### config.mk
export PLATFORM = sky130hd
export DESIGN_NAME = mem_stage
export DESIGN_NICKNAME = d
export VERILOG_FILES = /design/src/rtl/mem_stage.sv
export SDC_FILE = /design/constraint.sdc
export NUM_CORES = 1
export LEC_CHECK = 0
export CORE_UTILIZATION = 42
export CTS_CLUSTER_SIZE = 20
export DETAILED_ROUTE_END_ITERATION = 8
export PLACE_DENSITY = 0.79
export SLEW_MARGIN = 20
export SYNTH_ARGS = -nofsm -noshare
export SYNTH_HDL_FRONTEND = slang
export SYNTH_SLANG_ARGS = --single-unit
### constraint.sdc
create_clock -name clk -period 12.09 [get_ports clk]
set_input_delay 1.8135 -clock clk [delete_from_list [all_inputs] [get_ports clk]]
set_output_delay 1.8135 -clock clk [all_outputs]
set_load 0.02 [all_outputs]
### src/rtl/mem_stage.sv
// Memory-access pipeline stage: takes EX/MEM contents, performs a load or store
// over a valid/ready data-memory port, and drives the MEM/WB register.
module mem_stage #(
  parameter int WIDTH    = 32,
  parameter int ADDR_LEN = 32
) (
  input  logic                clk,
  input  logic                reset,
  input  logic                valid_i,
  input  logic [ADDR_LEN-1:0] pc_i,
  input  logic [WIDTH-1:0]    alu_in,
  input  logic [WIDTH-1:0]    store_data,
  input  logic                mem_read,
  input  logic                mem_write,
  input  logic [1:0]          mem_size,
  input  logic                mem_unsigned,
  output logic                dmem_req_valid,
  input  logic                dmem_req_ready,
  output logic [ADDR_LEN-1:0] dmem_addr,
  output logic                dmem_we,
  output logic [WIDTH-1:0]    dmem_wdata,
  output logic [3:0]          dmem_wstrb,
  input  logic                dmem_rsp_valid,
  input  logic [WIDTH-1:0]    dmem_rdata,
  output logic                stall_o,
  output logic                valid_o,
  output logic [ADDR_LEN-1:0] pc_o,
  output logic [WIDTH-1:0]    wb_data,
  output logic                misalign_o
);

  typedef enum logic [1:0] {S_IDLE, S_REQ, S_WAIT} state_t;

  state_t r_state;
  state_t w_state_next;

  logic [ADDR_LEN-1:0] r_pc;
  logic [WIDTH-1:0]    r_addr;
  logic [1:0]          r_size;
  logic                r_unsigned;
  logic                r_we;
  logic [WIDTH-1:0]    r_wdata;
  logic [3:0]          r_wstrb;

  logic                r_valid_o;
  logic [ADDR_LEN-1:0] r_pc_o;
  logic [WIDTH-1:0]    r_wb_data;
  logic                r_misalign;

  logic             w_mem_op;
  logic             w_is_store;
  logic             w_misalign;
  logic             w_start;
  logic [WIDTH-1:0] w_wdata;
  logic [3:0]       w_wstrb;
  logic [WIDTH-1:0] w_load_ext;

  // A simultaneous read+write request is treated as a load.
  assign w_mem_op   = valid_i & (mem_read | mem_write);
  assign w_is_store = mem_write & ~mem_read;
  assign w_misalign = (mem_size == 2'b11) |
                      ((mem_size == 2'b01) & alu_in[0]) |
                      ((mem_size == 2'b10) & (alu_in[1:0] != 2'b00));
  assign w_start    = (r_state == S_IDLE) & w_mem_op & ~w_misalign;

  always_comb begin
    w_wdata = store_data;
    w_wstrb = 4'b1111;
    case (mem_size)
      2'b00: begin
        w_wdata = {4{store_data[7:0]}};
        w_wstrb = 4'b0001 << alu_in[1:0];
      end
      2'b01: begin
        w_wdata = {2{store_data[15:0]}};
        w_wstrb = 4'b0011 << alu_in[1:0];
      end
      default: ;
    endcase
    if (!w_is_store) w_wstrb = 4'b0000;
  end

  // Lane select from the latched byte offset, then sign/zero extension.
  always_comb begin
    logic [7:0]  v_byte;
    logic [15:0] v_half;
    case (r_addr[1:0])
      2'b00:   v_byte = dmem_rdata[7:0];
      2'b01:   v_byte = dmem_rdata[15:8];
      2'b10:   v_byte = dmem_rdata[23:16];
      default: v_byte = dmem_rdata[31:24];
    endcase
    v_half = r_addr[1] ? dmem_rdata[31:16] : dmem_rdata[15:0];
    case (r_size)
      2'b00:   w_load_ext = {{(WIDTH-8){v_byte[7] & ~r_unsigned}}, v_byte};
      2'b01:   w_load_ext = {{(WIDTH-16){v_half[15] & ~r_unsigned}}, v_half};
      default: w_load_ext = dmem_rdata;
    endcase
  end

  always_ff @(posedge clk or posedge reset) begin
    if (reset) r_state <= S_IDLE;
    else       r_state <= w_state_next;
  end

  always_comb begin
    w_state_next = r_state;
    case (r_state)
      S_IDLE: if (w_start) w_state_next = S_REQ;
      S_REQ:  if (dmem_req_ready) w_state_next = r_we ? S_IDLE : S_WAIT;
      S_WAIT: if (dmem_rsp_valid) w_state_next = S_IDLE;
      default: w_state_next = S_IDLE;
    endcase
  end

  always_comb begin
    dmem_req_valid = (r_state == S_REQ);
    stall_o        = (r_state != S_IDLE) | w_start;
  end

  always_ff @(posedge clk or posedge reset) begin
    if (reset) begin
      r_pc       <= '0;
      r_addr     <= '0;
      r_size     <= '0;
      r_unsigned <= 1'b0;
      r_we       <= 1'b0;
      r_wdata    <= '0;
      r_wstrb    <= '0;
    end else if (w_start) begin
      r_pc       <= pc_i;
      r_addr     <= alu_in;
      r_size     <= mem_size;
      r_unsigned <= mem_unsigned;
      r_we       <= w_is_store;
      r_wdata    <= w_wdata;
      r_wstrb    <= w_wstrb;
    end
  end

  always_ff @(posedge clk or posedge reset) begin
    if (reset) begin
      r_valid_o  <= 1'b0;
      r_pc_o     <= '0;
      r_wb_data  <= '0;
      r_misalign <= 1'b0;
    end else begin
      r_valid_o  <= 1'b0;
      r_misalign <= 1'b0;
      case (r_state)
        S_IDLE: if (!w_start) begin
          r_valid_o  <= valid_i;
          r_pc_o     <= pc_i;
          r_wb_data  <= alu_in;
          r_misalign <= w_mem_op & w_misalign;
        end
        S_REQ: if (dmem_req_ready && r_we) begin
          r_valid_o <= 1'b1;
          r_pc_o    <= r_pc;
          r_wb_data <= r_addr;
        end
        S_WAIT: if (dmem_rsp_valid) begin
          r_valid_o <= 1'b1;
          r_pc_o    <= r_pc;
          r_wb_data <= w_load_ext;
        end
        default: ;
      endcase
    end
  end

  assign dmem_addr  = {r_addr[ADDR_LEN-1:2], 2'b00};
  assign dmem_we    = r_we;
  assign dmem_wdata = r_wdata;
  assign dmem_wstrb = r_wstrb;
  assign valid_o    = r_valid_o;
  assign pc_o       = r_pc_o;
  assign wb_data    = r_wb_data;
  assign misalign_o = r_misalign;

endmodule

# Word level (Yosys, flattened, before mapping)

Index checks and enable logic that the tools add are counted.

Equal/unequal tests: 13
Shift-type cells: 2
Muxes and demuxes: 25
Bitwise operators: 16
Reduce and logical (&&, ||, !) cells: 10

Operators by type and width:

| operator              | count |
|---|---|
| $mux W32              | 6 |
| $pmux W32 S3          | 2 |
| $pmux W32 S2          | 2 |
| $pmux W8 S3           | 1 |
| $mux W16              | 1 |
| $and A1 B1 Y1         | 9 |
| $eq A2 B1 Y1 const B  | 4 |
| $eq A2 B2 Y1 const B  | 4 |
| $logic_not A2 Y1      | 4 |
| $mux W2               | 4 |
| $pmux W4 S2           | 1 |
| $ne A2 B2 Y1 const B  | 3 |
| $pmux W2 S3           | 1 |
| $mux W1               | 5 |
| $mux W4               | 1 |
| $ne A2 B1 Y1 const B  | 2 |
| $or A1 B1 Y1          | 4 |
| $reduce_and A4 Y1     | 1 |
| $reduce_bool A2 Y1    | 2 |
| $shl A1 B2 Y4 const A | 1 |
| $shl A2 B2 Y4 const A | 1 |
| $not A1 Y1            | 3 |
| $pmux W1 S3           | 1 |
| $reduce_and A3 Y1     | 1 |
| other kinds (2)       | 2 |

Register bits after elaboration: 172
Logic and storage cells: 78

# Longest topological paths before layout

Word-level depth: 8
Depth in mapped cells: 10
Gate-level depth less buffers: 7

# Least setup slack after synthesis

OpenSTA, ideal clock, no wires.

Path type: input to output
Start point: input port mem_size[0]
End point: output port stall_o
Arrival: 3052 ps
Path slack: 7225 ps
Cell stages on the path: 6
Cell sequence: clkbuf_1 > a21oi_1 > o21bai_2 > clkbuf_1 > clkbuf_1 > nand2_1

Longest elaborated chain between the ends: 7

Ends and longest elaborated chain:

| element            | line | text |
|---|---|---|
| start: declaration | 15   | `input logic [1:0] mem_size,` |
| $eq A2 B1 Y1       | 62   | `((mem_size == 2'b01) & alu_in[0]) \|` |
| $and A1 B1 Y1      | 62   |  |
| $or A1 B1 Y1       | 61   | `assign w_misalign = (mem_size == 2'b11) \|` |
| $or A1 B1 Y1 *     | 62   |  |
| $not A1 Y1 *       | 64   | `assign w_start = (r_state == S_IDLE) & w_mem_op & ~w_misalign;` |
| $and A1 B1 Y1 *    | 64   |  |
| $or A1 B1 Y1 *     | 118  | `stall_o = (r_state != S_IDLE) \| w_start;` |
| end: declaration   | 25   | `output logic stall_o,` |

Every way passes the cells marked *; elsewhere a longest branch is shown, timed or not.

# Worst setup path in the final report

Same ends and word-level chain as after synthesis.

==> results.toml <==
[status]
status = "completed"

[grt]
grt_pass1_wl_mm = 39.3
grt_usage_pct = 23.6
grt_pass1_vias = 7136
antenna_found_initial = 0
gr-total-overflow = 0
grt_max_degree = 107

[routing]
routed_wl_mm = 24.9
wl_per_cell_um = 18.3
dr.pass1.iters = 5
route.detailed.drc = 0
vias = 7235
drtIter0Drc = 384
via_per_inst = 5.33
postRouteAntennaNets = 0

[sta]
fin_crit_sh_pct = 47.5
rsz0062_at_grt = "false"
slew_headroom_pct = 35.2
fmax_mhz = 174
hold_ws_ns = 0.479
fin_tns_setup_ns = 0
clock_skew_ns = 0.00949
maxSlewViolCount = 0
setup_viol = 0
hold_viol = 0
worstMarginPinSlew_ns = 0.972
final.setup.worst_slack_ns = 6.35
fin_crit_ns = 5.74

[synthesis]
synth-edff-count = 0
ys_ff_latch = 172
ys.flop_type = "dfrtp_1"
ys_async_sr_fraction_pct = 100
syn-instance-count = 872
synth_sequential_area_ratio_pct = 49.2
synth.distinct_cells = 51
synth.avg_cell_area_um2 = 10.0
yosys_warnings = 0
netlist_area_um2 = 8750

[setup_path]
critPathLaunch = "mem_size[0]"
worstPathArrival_ns = 3.93
cp-end-kind = "primary output"
r2r_end = "wb_data[6]"
path_cells = "clkdlybuf4s50_1, nor3_1, o21bai_4, nand2_1, clkdlybuf4s50_1"
critPathLaunchType = "input pin"
cp_max_fo = 14
r2r_start = "r_state[1]"
cp.required_ns = 10.28
r2r_slack_ns = 8.93
crit_slowest_cell = "clkdlybuf4s50_1"
crit_top_cell = "clkdlybuf4s50_1"
cpPeakStageDelay_ns = 0.79
timing.critical_path.to = "stall_o"
criticalPathCategory = "in -> out"
reg2reg_depth = 7

[finish]
syn_to_final_growth_pct = 36.8
nets = 1217
drive_gt1_share_pct = 11.7
antenna_cells = 0
fin_util_pct = 59.0

[cts]
tritoncts = "built"
clock_latency_ns = 0.42
cts.htree.levels = 4
cts_buffers = 17
clk_pin_slew_ns = 0.07
cts_sinks = 172
cts_root_buffer = "clkbuf_16"
hold_buffers = 0
clockBufferDepth = 2
postCtsSetupBuffers = 0
cts_resized = 0

[pwr]
pwr-share-seq_pct = 30.9
leakagePower_nw = 5.03
ir_worst_vdd_mv = 0.130
internal_power_mw = 2.02
p_sw_mw = 1.45
swShare_pct = 41.9
power_density_nw_per_um2 = 290
p_comb_share_pct = 52.9
power_mw = 3.47
clockPowerShare_pct = 16.2

[min_path]
hold_path.class = "reg -> reg"

[die]
dieArea_um2 = 21400
io_pins = 275
fp-row-count = 52
core_area_um2 = 20300
die_y_um = 146
initial_core_util_pct = 43.1
die_w_um = 146

[place]
dpl_worst_slack_ns = 6.32
dpl.hpwl_mm = 17.4
io_buffers = 272
gp_congestion = 0.862

[flow_run]
drv_cap = 0
==> metrics by stage <==
stage / area [um^2] / std cells
after floorplan: 8750 / 873
after global placement: 11400 / 1326
after detailed placement: 11400 / 1326
after CTS: 12000 / 1358
after global routing: 12000 / 1358
final: 12000 / 1358
==> kinds of logic (layout without fill, tap and decap cells) <==
| family | after synthesis | in the layout | synth area share [%] |
|---|---|---|---|
| buf+inv | 127 | 342 | 7.39 |
| simple gates | 215 | 215 | 10.2 |
| flops | 172 | 172 | 49.2 |
| fa+ha+maj | 4 | 4 | 0.572 |
| mux | 141 | 141 | 17.2 |
| compound gates | 212 | 212 | 15.4 |
| other cells | 1 | 2 | 0.0429 |
==> worst max-delay path: cells and delay by family <==
kind / cells / cell delay, ns
buffers and inverters: 2 / 1.42
AOI/OAI and AO/OA: 1 / 0.11
and+or+nand+nor: 2 / 0.58
==> final cells by class <==
class,instances,area (um^2)
Inverter,31,121
Sequential cell,172,4300
Tap cell,270,338
Timing Repair Buffer,279,2780
Fill cell,1770,8330
Multi-Input combinational cell,574,3830
Clock buffer,17,425
Clock inverter,15,173
==> sequential cells by signal, summed over array words and instances (netlist names) <==
signal and count:
dmem_we 1, pc_o 32, r_addr 32, dmem_wstrb 4
r_state 2, misalign_o 1, r_size 2, valid_o 1
wb_data 32, r_pc 32, r_unsigned 1, dmem_wdata 32
==> layout by cell type, fill, tap and decap left out, types with 3 or more instances in the layout <==
cell	n
a221o_1	3
inv_8	4
inv_1	30
clkdlybuf4s50_1	272
a211oi_1	3
mux2i_1	66
o22ai_1	4
buf_4	7
a21o_1	6
inv_6	5
a211o_1	4
nand2_1	135
nor2_1	54
o211ai_1	7
dfrtp_1	172
o21ai_0	71
a221oi_1	9
o21ai_1	11
nor2b_1	9
clkbuf_16	17
o31ai_1	8
a22o_1	4
a31oi_1	16
mux2_2	75
a311oi_1	9
a21oi_1	43
a32o_1	5
==> worst min-delay path by stage <==
stage,cells past startpoint,endpoint,slack (ns),startpoint
2_1_floorplan,1,r_pc[27],0.48,r_pc[27]
3_3_place_gp,2,wb_data[1],0.46,wb_data[1]
3_5_place_dp,2,wb_data[13],0.47,wb_data[13]
4_1_cts,1,wb_data[2],0.48,wb_data[2]
5_1_grt,1,wb_data[2],0.50,wb_data[2]
6_report,2,wb_data[11],0.48,wb_data[11]
==> synth_stat cells (5+ instances only) <==
| cell | number | area (um^2) |
|---|---|---|
| a21o_1 | 6 | 45.0 |
| a21oi_1 | 43 | 215 |
| a221oi_1 | 9 | 78.8 |
| a311oi_1 | 9 | 78.8 |
| a31oi_1 | 16 | 100 |
| a32o_1 | 5 | 50.1 |
| buf_2 | 21 | 105 |
| buf_4 | 34 | 255 |
| clkbuf_1 | 36 | 135 |
| dfrtp_1 | 172 | 4300 |
| inv_1 | 31 | 116 |
| mux2_2 | 75 | 845 |
| mux2i_1 | 66 | 661 |
| nand2_1 | 136 | 510 |
| nor2_1 | 54 | 203 |
| nor2b_1 | 9 | 56.3 |
| o211ai_1 | 7 | 52.6 |
| o21ai_0 | 71 | 355 |
| o21ai_1 | 11 | 55.1 |
| o31ai_1 | 8 | 60.1 |
==> power groups by stage <==
stage / Sequential [mW] / Clock [mW] / Combinational (mW)
2_1_floorplan: 1.23 / 0 / 1.04
3_3_place_gp: 1.07 / 0 / 1.82
3_5_place_dp: 1.08 / 0 / 1.85
4_1_cts: 1.07 / 0.570 / 1.85
5_1_grt: 1.11 / 0.593 / 1.99
6_report: 1.07 / 0.561 / 1.84
==> per-layer routing <==
| layer | track usage, % | vias to the layer above | routed length [um] |
|---|---|---|---|
| met2 | 37.6 | 301 | 11800 |
| met1 | 30.6 | 3491 | 10400 |
| met4 | 6.93 | 0 | 539 |
| met3 | 7.50 | 27 | 2180 |
| met5 | 0 | - | 0 |
| li1 | - | 3416 | - |
Power figures use the tool's default switching activity.
